$ cat config.mk
export PLATFORM = sky130hd
export DESIGN_NAME = nibble_serial_subtractor
export DESIGN_NICKNAME = d
export VERILOG_FILES = /design/src/rtl/nibble_serial_subtractor_pkg.sv /design/src/rtl/nibble_serial_subtractor_nbit_adder.sv /design/src/rtl/nibble_serial_subtractor.sv
export SDC_FILE = /design/constraint.sdc
export NUM_CORES = 1
export LEC_CHECK = 0
export CAP_MARGIN = 15
export CORE_MARGIN = 2
export CORE_UTILIZATION = 29
export DETAILED_ROUTE_END_ITERATION = 6
export PLACE_DENSITY = 0.47
export SETUP_SLACK_MARGIN = 0.05
export SYNTH_ARGS = -nofsm -noshare
export SYNTH_HDL_FRONTEND = slang
export SYNTH_SLANG_ARGS = --single-unit
$ cat constraint.sdc
create_clock -name clk -period 4 [get_ports clk]
set_input_delay 1 -clock clk [delete_from_list [all_inputs] [get_ports clk]]
set_output_delay 1 -clock clk [all_outputs]
set_load 0.05 [all_outputs]
$ cat src/rtl/nibble_serial_subtractor_pkg.sv
// Shared types and sizing helpers for the digit-serial subtractor.
package nibble_serial_subtractor_pkg;

   typedef enum logic [1:0] {
      IDLE = 2'd0,
      RUN  = 2'd1,
      DONE = 2'd2
   } state_t;

   // Digit-index width; at least one bit even for a single-digit configuration.
   function automatic int k_width(input int steps);
      return (steps > 1) ? $clog2(steps) : 1;
   endfunction

   localparam int DEFAULT_STEPS = 2;
   localparam int K_W           = k_width(DEFAULT_STEPS);

endpackage

$ cat src/rtl/nibble_serial_subtractor_nbit_adder.sv
// Plain ripple adder reused one digit at a time by the serial subtractor.
module nbitAdder #(
   parameter int bits = 4
) (
   input  logic [bits-1:0] a,
   input  logic [bits-1:0] b,
   input  logic            cin,
   output logic [bits-1:0] y,
   output logic            cOut
);

   assign {cOut, y} = {1'b0, a} + {1'b0, b} + {{bits{1'b0}}, cin};

endmodule

$ cat src/rtl/nibble_serial_subtractor.sv
// Digit-serial a - b - bin behind a valid/ready handshake; one DIGIT-bit digit per clock.
module nibble_serial_subtractor
   import nibble_serial_subtractor_pkg::*;
#(
   parameter int WIDTH = 8,
   parameter int DIGIT = 4
) (
   input  logic             clk,
   input  logic             rst,
   input  logic             in_valid,
   output logic             in_ready,
   input  logic [WIDTH-1:0] a,
   input  logic [WIDTH-1:0] b,
   input  logic             bin,
   output logic             out_valid,
   input  logic             out_ready,
   output logic [WIDTH-1:0] diff,
   output logic             bout,
   output logic             zero,
   output logic             ovf
);

   localparam int STEPS = WIDTH / DIGIT;
   localparam int KW    = k_width(STEPS);
   localparam int MSB   = WIDTH - 1;
   localparam logic [KW-1:0] K_LAST = KW'(STEPS - 1);

   state_t           state_reg, state_next;
   logic [KW-1:0]    k_reg, k_next;
   logic             carry_reg, carry_next;
   logic [WIDTH-1:0] a_reg, a_next;
   logic [WIDTH-1:0] b_reg, b_next;
   logic [WIDTH-1:0] diff_reg, diff_next;
   logic             bout_reg, bout_next;
   logic             zero_reg, zero_next;
   logic             ovf_reg, ovf_next;

   logic [31:0]      sel;
   logic [DIGIT-1:0] a_dig, b_dig, sum_dig;
   logic             c_out;

   assign sel   = 32'(k_reg) * DIGIT;
   assign a_dig = a_reg[sel +: DIGIT];
   assign b_dig = b_reg[sel +: DIGIT];

   // Subtraction as a + ~b + 1; the carry register holds the inverted borrow.
   nbitAdder #(.bits(DIGIT)) u_adder (
      .a    (a_dig),
      .b    (~b_dig),
      .cin  (carry_reg),
      .y    (sum_dig),
      .cOut (c_out)
   );

   always_comb begin
      state_next = state_reg;
      k_next     = k_reg;
      carry_next = carry_reg;
      a_next     = a_reg;
      b_next     = b_reg;
      diff_next  = diff_reg;
      bout_next  = bout_reg;
      zero_next  = zero_reg;
      ovf_next   = ovf_reg;
      case (state_reg)
         IDLE: begin
            if (in_valid) begin
               state_next = RUN;
               a_next     = a;
               b_next     = b;
               carry_next = ~bin;
               k_next     = '0;
               diff_next  = '0;
            end
         end
         RUN: begin
            diff_next[sel +: DIGIT] = sum_dig;
            carry_next              = c_out;
            k_next                  = k_reg + KW'(1);
            if (k_reg == K_LAST) begin
               // Flags are taken from the fully assembled result, including the last digit.
               state_next = DONE;
               k_next     = '0;
               bout_next  = ~c_out;
               zero_next  = (diff_next == '0);
               ovf_next   = (a_reg[MSB] != b_reg[MSB]) && (diff_next[MSB] != a_reg[MSB]);
            end
         end
         DONE: begin
            if (out_ready) state_next = IDLE;
         end
         default: state_next = IDLE;
      endcase
   end

   always_ff @(posedge clk or posedge rst) begin
      if (rst) begin
         state_reg <= IDLE;
         k_reg     <= '0;
         carry_reg <= 1'b0;
         a_reg     <= '0;
         b_reg     <= '0;
         diff_reg  <= '0;
         bout_reg  <= 1'b0;
         zero_reg  <= 1'b0;
         ovf_reg   <= 1'b0;
      end else begin
         state_reg <= state_next;
         k_reg     <= k_next;
         carry_reg <= carry_next;
         a_reg     <= a_next;
         b_reg     <= b_next;
         diff_reg  <= diff_next;
         bout_reg  <= bout_next;
         zero_reg  <= zero_next;
         ovf_reg   <= ovf_next;
      end
   end

   assign in_ready  = (state_reg == IDLE);
   assign out_valid = (state_reg == DONE);
   assign diff      = diff_reg;
   assign bout      = bout_reg;
   assign zero      = zero_reg;
   assign ovf       = ovf_reg;

endmodule
Yosys cells after proc, flatten, opt, wreduce, memory -nomap -nowiden:

Index checks and enable logic that the tools add are counted.

* $add $sub $neg: 4
* multipliers: 0
* divide/modulo/power cells: 0
* order comparisons: 0
* equality and inequality tests: 7
* shift-type cells: 4
* mux-type cells: 12
* bitwise gates (word level): 3
* reduce and logical (&&, ||, !) cells: 8

Operators with widths (count)
* $neg 3->34: 1
* $shift 4x34->8 const A: 1
* $shiftx 4x34->8: 1
* $pmux 8 s2: 1
* $shiftx 8x4->4: 2
* $bwmux 8: 1
* $logic_not 8->1: 1
* $mux 8: 1
* $mux 2: 3
* $pmux 2 s3: 1
* $reduce_and 2->1: 3
* $add 4x4->5: 1
* $add 5x1->5: 1
* $ne 2x2->1 const B: 2
* $not 4->4: 1
* $pmux 1 s2: 2
* $mux 1: 3
* $reduce_and 3->1: 1
* $eq 2x1->1 const B: 1
* $eq 2x2->1 const B: 1
* $logic_not 2->1: 1
* $ne 1x1->1: 2
* $ne 2x1->1 const B: 1
* $not 1->1: 2
* other kinds (3): 3

* flip-flop bits (word level): 31
* latch bits: 0
* memory bits (writable): 0
* ROM bits: 0
* bits of input ports: 21
* memories: 0

Logic depth before layout (Yosys ltp):

Gate-level depths: netlist (run 1).

* depth in word-level cells: 8
* mapped depth: 10
* depth with buffers taken out: 8

Hierarchy:

Synthesis (run 1) repeated with hierarchy kept, for this count alone.

* cells, all modules: 119
* area, all modules: 1519.0 um2

Modules (own cells, without submodules)
* nibble_serial_subtractor: instances 1, cells each 103, area an instance 1375.1 um2, sequential area each 775.7 um2
* nbitAdder: instances 1, cells each 16, area an instance 143.9 um2, sequential area each 0.0 um2

Worst setup path before layout (run 1):

OpenSTA, ideal clock, no wires.

* path kind: reg-to-reg
* start point: reg k_reg
* end point: reg zero_reg (netlist: zero)
* arrival time: 2672 ps
* data required time: 3896 ps
* setup slack: 1224 ps
* cell stages (with the launch flop): 10
* buffers on the path: 2
* clock period less this slack: 2776 ps
* path through: dfrtp_1 buf_2 clkbuf_1 mux2_2 fa_1 inv_1 fa_1 nor4_1 nand3b_1 o41ai_2

* longest elaborated chain between the ends: 7
* elaborated cells between the ends (all ways): 11

RTL lines
* start, declared: line nibble_serial_subtractor.sv:29 `logic [KW-1:0] k_reg, k_next;`
* start signal, assigned: line nibble_serial_subtractor.sv:109 `k_reg <= k_next;`
* $shiftx 8x4->4: line nibble_serial_subtractor.sv:44 `assign b_dig = b_reg[sel +: DIGIT];`
* $not 4->4: line nibble_serial_subtractor.sv:49 `.b (~b_dig),`
* $add 4x4->5: line nibble_serial_subtractor_nbit_adder.sv:12 `assign {cOut, y} = {1'b0, a} + {1'b0, b} + {{bits{1'b0}}, cin};`
* $add 5x1->5: line nibble_serial_subtractor_nbit_adder.sv:12
* $shiftx 4x34->8: line nibble_serial_subtractor.sv:77 `diff_next[sel +: DIGIT] = sum_dig;`
* $bwmux 8: line nibble_serial_subtractor.sv:77
* $logic_not 8->1: line nibble_serial_subtractor.sv:85 `zero_next = (diff_next == '0);`
* end signal, assigned: line nibble_serial_subtractor.sv:115 `zero_reg <= zero_next;`
* end, declared: line nibble_serial_subtractor.sv:35 `logic zero_reg, zero_next;`

Parallel ways exist; a longest one is shown, timed or not.
A chain may end at the register's enable or synchronous reset.

Worst setup path in the final report (run 1):

* start point: reg state_reg[0]
* end point: out out_valid

* longest elaborated chain between the ends: 1

RTL lines
* start, declared: line nibble_serial_subtractor.sv:28 `state_t state_reg, state_next;`
* start signal, assigned: line nibble_serial_subtractor.sv:108 `state_reg <= state_next;`
* $eq 2x2->1: line nibble_serial_subtractor.sv:121 `assign out_valid = (state_reg == DONE);`
* end, declared: line nibble_serial_subtractor.sv:15 `output logic out_valid,`

No other way between the ends.

==> results of run 1 <==
==> power by group through the flow <==
stage                     Sequential, mW  Clock, mW  Combinational [mW]
final                              0.592      0.271                1.17
after global routing               0.618      0.293                1.31
after CTS                          0.595      0.280                1.19
after detailed placement           0.600          0                1.19
after global placement             0.597          0                1.17
after floorplan                    0.672          0               0.795
==> stage by stage <==
step / cells / hold slack (ns) / power, mW
after global placement: 257 / 0.4614 / 1.763
after floorplan: 159 / 0.4401 / 1.466
after detailed placement: 257 / 0.4726 / 1.786
after global routing: 265 / 0.5045 / 2.224
final: 265 / 0.4808 / 2.036
after CTS: 265 / 0.4864 / 2.066
==> worst register-to-register path, delay by kind of cell (launching register included) <==
kind                       cells  cell delay [ns]
DFF                            1             0.72
buffers and inverters          1             0.08
adders and majority gates      2             0.81
AOI/OAI and AO/OA              1             0.27
muxes                          1             0.41
and+or+nand+nor                2             0.43
==> cell usage in the layout (no fill, tap or decap), types with 2 or more instances in the layout <==
master / Yosys / routed
o21ai_0: 7 / 7
nor2_1: 6 / 6
clkdlybuf4s50_1: 0 / 33
inv_1: 7 / 7
ha_1: 3 / 3
mux2i_1: 4 / 4
nand2b_1: 4 / 4
a22o_1: 6 / 6
clkbuf_8: 0 / 7
nand2_1: 55 / 55
mux2_2: 6 / 6
dfrtp_1: 31 / 31
a21o_1: 2 / 2
fa_1: 2 / 2
==> metal layers <==
layer  vias to the layer above  GRT usage [%]  routed length (um)
met5                         -              0                   0
met1                       545          15.83                1606
met2                        28          20.88                1637
met3                         4          3.059                 118
met4                         0          5.455                  22
li1                        602              -                   -
==> area by class of cell <==
| cell class | instances | area [um^2] | area share [%] |
|---|---|---|---|
| Sequential cell | 31 | 775.7 | 38.18 |
| Multi-Input combinational cell | 115 | 704.4 | 34.67 |
| Timing Repair Buffer | 34 | 337.8 | 16.63 |
| Clock buffer | 8 | 100.1 | 4.926 |
| Tap cell | 70 | 87.58 | 4.310 |
| Inverter | 7 | 26.28 | 1.293 |
==> worst paths after layout <==
check                                      endpoint  cells after the start                     start  slack [ns]
worst min register to register     bout$_DFFE_PP0P_                      2          bout$_DFFE_PP0P_        0.48
worst max-delay path                      out_valid                      3  state_reg[0]$_DFFE_PP0P_        1.16
max in group asynchronous           ovf$_DFFE_PP0P_                      3                       rst        2.61
worst max register to register     zero$_DFFE_PP0P_                      7         k_reg$_DFFE_PP0P_        1.19
min in group asynchronous       diff[0]$_DFFE_PP0P_                      3                       rst        1.10
worst min-delay path               bout$_DFFE_PP0P_                      2          bout$_DFFE_PP0P_        0.48
==> Yosys cell counts (2+ instances only) <==
cell and n:
mux2_2 6, mux2i_1 4, ha_1 3, a21o_1 2, nand2b_1 4, nor2_1 6
inv_1 7, clkbuf_1 2, fa_1 2, a22o_1 6, nand2_1 55, dfrtp_1 31
buf_2 4, o21ai_0 7
==> logic make-up (layout without fill, tap and decap cells) <==
group | Yosys count | count (layout)
DFF | 31 | 31
buffers and inverters | 13 | 49
adders and majority gates | 5 | 5
xor gates and xnor gates | 1 | 1
AOI/OAI and AO/OA | 24 | 24
muxes | 10 | 10
and+or+nand+nor | 75 | 75
==> flow_metrics.tcl, run 1 <==
set metrics [dict create \
    status "completed" \
    max_slew_margin_pct 56.50 \
    vias 1179 \
    hold_path.class "reg2reg" \
    drv_slew 0 \
    wl_per_cell_um 12.77 \
    postCtsSetupBuffers 0 \
    pwr-share-seq_pct 29.1 \
    yosysUniqueCellTypes 34 \
    die_area_um2 5887 \
    cp.arrival_ns 1.84 \
    clk_pin_slew_ns 0.07 \
    synthCells 159 \
    ys.flop_type "dfrtp_1" \
    place_ws_ns 1.190 \
    row_count 26 \
    path_cells "nand2b_1 -> inv_1 -> clkdlybuf4s50_1" \
    startpoint_type "flip-flop" \
    cts_root_buf "clkbuf_8" \
    fin_tns_setup_ns 0 \
    holdBufCountCts 0 \
    grt_overflow_total 0 \
    wirelength_mm 3.384 \
    dr.pass1.iters 3 \
    ios 34 \
    via_per_inst 4.449 \
    drive_gt1_share_pct 10.26 \
    skew_ns 0.005290 \
    synth_edf_count 0 \
    post_cts_resized 0 \
    hold_viol_final 0 \
    nets 220 \
    drc 0 \
    ys_warn_count 0 \
    die_h_um 76.73 \
    portBuffers 33 \
    track_usage_pct 12.68 \
    p_switching_mw 0.9167 \
    core-area_um2 5107 \
    cp_slowest_stage_delay_ns 0.79 \
    setup_viol 0 \
    synth_compound_area_share_pct 11.99 \
    gp_congestion 0.7318 \
    ys_ff_latch 31 \
    critPathTopFamily "buffers and inverters" \
    yosysTopAreaCellShare_pct 50.57 \
    cts_tree "done" \
    clkPwrFrac_pct 13.3 \
    syn_to_final_growth_pct 32.46 \
    synthAdderAreaFrac_pct 5.057 \
    synth_top_family_by_area "simple AND/OR/NAND/NOR gates" \
    fin_ws_ns 1.158 \
    grt_max_degree 32 \
    synth_area_leaders "dfrtp_1, nand2_1, mux2_2" \
    period_share_pct 71.05 \
    p_comb_share_pct 57.6 \
    antennaDiodeCount 0 \
    ir_worst_vdd_uv 363.9 \
    crit_slowest_cell "clkdlybuf4s50_1" \
    fillers 508 \
    drtIter0Drc 62 \
    clock_latency_ns 0.28 \
    critPathCaptureType "output pin" \
    grt_pass1_vias 1320 \
    ant_nets 0 \
    ys_seq_area_share_pct 50.57 \
    dp_hpwl_mm 2.506 \
    power.internal_mw 1.119 \
    antenna_found_initial 0 \
    powerDensity_nw_per_um2 1002 \
    synthXorXnorAreaFrac_pct 0.5710 \
    worst_slew_pin_slew_ns 0.6525 \
    synth-async-reset-ratio_pct 100.0 \
    critPathMaxFanout 11 \
    synth-simple-area-share_pct 21.29 \
    syn_avg_cell_area_um2 9.648 \
    sw_frac_of_total_pct 45.03 \
    syn-num-nets 185 \
    fin_util_pct 39.78 \
    path_class "reg2out" \
    cts_max_path_buffers 2 \
    start_util_pct 30.03 \
    cap_violations 0 \
    grt_pass1_wl_mm 5.961 \
    yosys-mux-area-fraction_pct 7.015 \
    numCtsBuffers 5 \
    cts.sink_count 31 \
    die_x_um 76.73 \
    cts_max_level 2 \
    fin_crit_ns 2.842 \
    synth.largest_area_cell "dfrtp_1" \
    cp.required_ns 3.00 \
    cp_num_buf_inv 2 \
    final_cell_area_um2 2032 \
    rsz0062_at_grt "no" \
    placed_area_um2 1932 \
    p_leak_nw 0.9745 \
    netlist_area_um2 1534 \
    clock.fmax_mhz 351.9 \
]
Note: power is estimated with default switching activity, not from simulation.
==> run 2, diff against run 1 <==
Clock period 4 ns to 2.9 ns, I/O delays scaled along.
==> flow_metrics.tcl, run 2 (same netlist as run 1, synthesis figures left out) <==
set metrics [dict create \
    status "completed" \
    cp.required_ns 3.08 \
    drive_gt1_share_pct 11.17 \
    place_ws_ns 0.2445 \
    setup_viol 0 \
    layout_common_cells "nand2_1, clkdlybuf4s50_1, dfrtp_1" \
    critPathTopFamily "adder cells" \
    cts.sink_count 31 \
    skew_ns 0.003914 \
    cp_num_buf_inv 1 \
    clock_latency_ns 0.28 \
    worst_slew_pin_slew_ns 0.6388 \
    hold_start "b_reg[5]$_DFFE_PP0P_" \
    portBuffers 33 \
    postCtsSetupBuffers 0 \
    crit_slowest_cell "dfrtp_1" \
    start_util_pct 30.03 \
    die_h_um 76.73 \
    r2r_slack_ns 0.24 \
    cts_max_level 2 \
    seqCellArea_um2 775.7 \
    nets 222 \
    row_count 26 \
    gp_congestion 0.7820 \
    grt_pass1_wl_mm 6.154 \
    p_leak_nw 0.9847 \
    post_cts_resized 0 \
    rsz0062_at_grt "no" \
    startpoint_type "flip-flop" \
    r2r_end "zero$_DFFE_PP0P_" \
    grt_pass1_vias 1308 \
    hold_viol_final 0 \
    multiInputGateArea_um2 704.4 \
    path_class "reg2reg" \
    syn_to_final_growth_pct 33.44 \
    cp.arrival_ns 2.84 \
    wl_per_cell_um 13.16 \
    dr.pass1.iters 4 \
    p_total_mw 2.831 \
    numCtsBuffers 5 \
    fin_ws_ns 0.2448 \
    die_x_um 76.73 \
    max_slew_margin_pct 57.33 \
    final_common_cell "nand2_1" \
    vias 1211 \
    hold_ws_ns 0.4805 \
    clock.fmax_mhz 376.6 \
    path_cells "mux2_2 -> fa_1 -> inv_1 -> fa_1 -> nor4_1 -> nand3b_1 -> o41ai_2" \
    track_usage_pct 13.23 \
    grt_max_degree 32 \
    cap_violations 0 \
    ff2ff_path_depth 7 \
    clk_pin_slew_ns 0.07 \
    fillers 525 \
    r2r_start "k_reg$_DFFE_PP0P_" \
    drtIter0Drc 48 \
    hold-path-cell-count 2 \
    cp_common_cell "fa_1" \
    grt_overflow_total 0 \
    ant_nets 0 \
    fin_crit_ns 2.655 \
    critPathCaptureType "flip-flop" \
    hold_path.class "reg2reg" \
    dp_hpwl_mm 2.618 \
    core-area_um2 5107 \
    min_to "b_reg[5]$_DFFE_PP0P_" \
    drc 0 \
    cts_tree "done" \
    antenna_found_initial 0 \
    cp_slowest_stage_delay_ns 0.60 \
    antennaDiodeCount 0 \
    cts_max_path_buffers 2 \
    ir_worst_vdd_uv 373.3 \
    cts_root_buf "clkbuf_8" \
    period_share_pct 91.56 \
    wirelength_mm 3.513 \
    holdBufCountCts 0 \
    critPathMaxFanout 9 \
    via_per_inst 4.536 \
    die_area_um2 5887 \
    ios 34 \
    powerDensity_nw_per_um2 1383 \
    fin_tns_setup_ns 0 \
    drv_slew 0 \
]
-- run 2: stage by stage --
step,utilization [%],cells,instance area [um^2]
after global routing,40.08,267,2047
after CTS,40.08,267,2047
final,40.08,267,2047
after detailed placement,38.12,259,1947
after global placement,38.12,259,1947
after floorplan,-,159,1534
-- run 2: cell type report --
type	instances	share of cell area, %
multi-input combinational	115	34.41
timing repair buffer	36	17.24
clock buffer	8	4.890
sequential	31	37.90
inverter	7	1.284
tap	70	4.279
-- run 2: worst min-delay path, delay by kind of cell, from the launching register on --
kind             cells  cell delay, ns
and+or+nand+nor      2            0.10
DFF                  1            0.34
-- run 2: power breakdown --
group	switching, mW	internal, mW	leakage [nW]	total [mW]
clock	0.157	0.216	0.0515	0.374
sequential	0.171	0.633	0.391	0.804
combinational	0.947	0.705	0.542	1.65
-- run 2: how the worst max path moves through the flow --
stage | from | to | slack (ns) | depth (start not counted)
5_1_grt | k_reg$_DFFE_PP0P_ | zero$_DFFE_PP0P_ | 0.10 | 7
3_5_place_dp | k_reg$_DFFE_PP0P_ | zero$_DFFE_PP0P_ | 0.24 | 7
4_1_cts | k_reg$_DFFE_PP0P_ | zero$_DFFE_PP0P_ | 0.24 | 7
6_report | k_reg$_DFFE_PP0P_ | zero$_DFFE_PP0P_ | 0.24 | 7
2_1_floorplan | k_reg$_DFFE_PP0P_ | zero$_DFFE_PP0P_ | 0.12 | 9
3_3_place_gp | k_reg$_DFFE_PP0P_ | zero$_DFFE_PP0P_ | 0.33 | 7
-- run 2: per-layer routing --
layer  share of wire, %  global-route usage (%)  up-vias
met4                1.3                   4.364        0
met1                 47                   16.22      571
li1                   -                       -      601
met5                  0                       0        -
met2                 46                   21.93       33
met3                5.4                   4.353        6
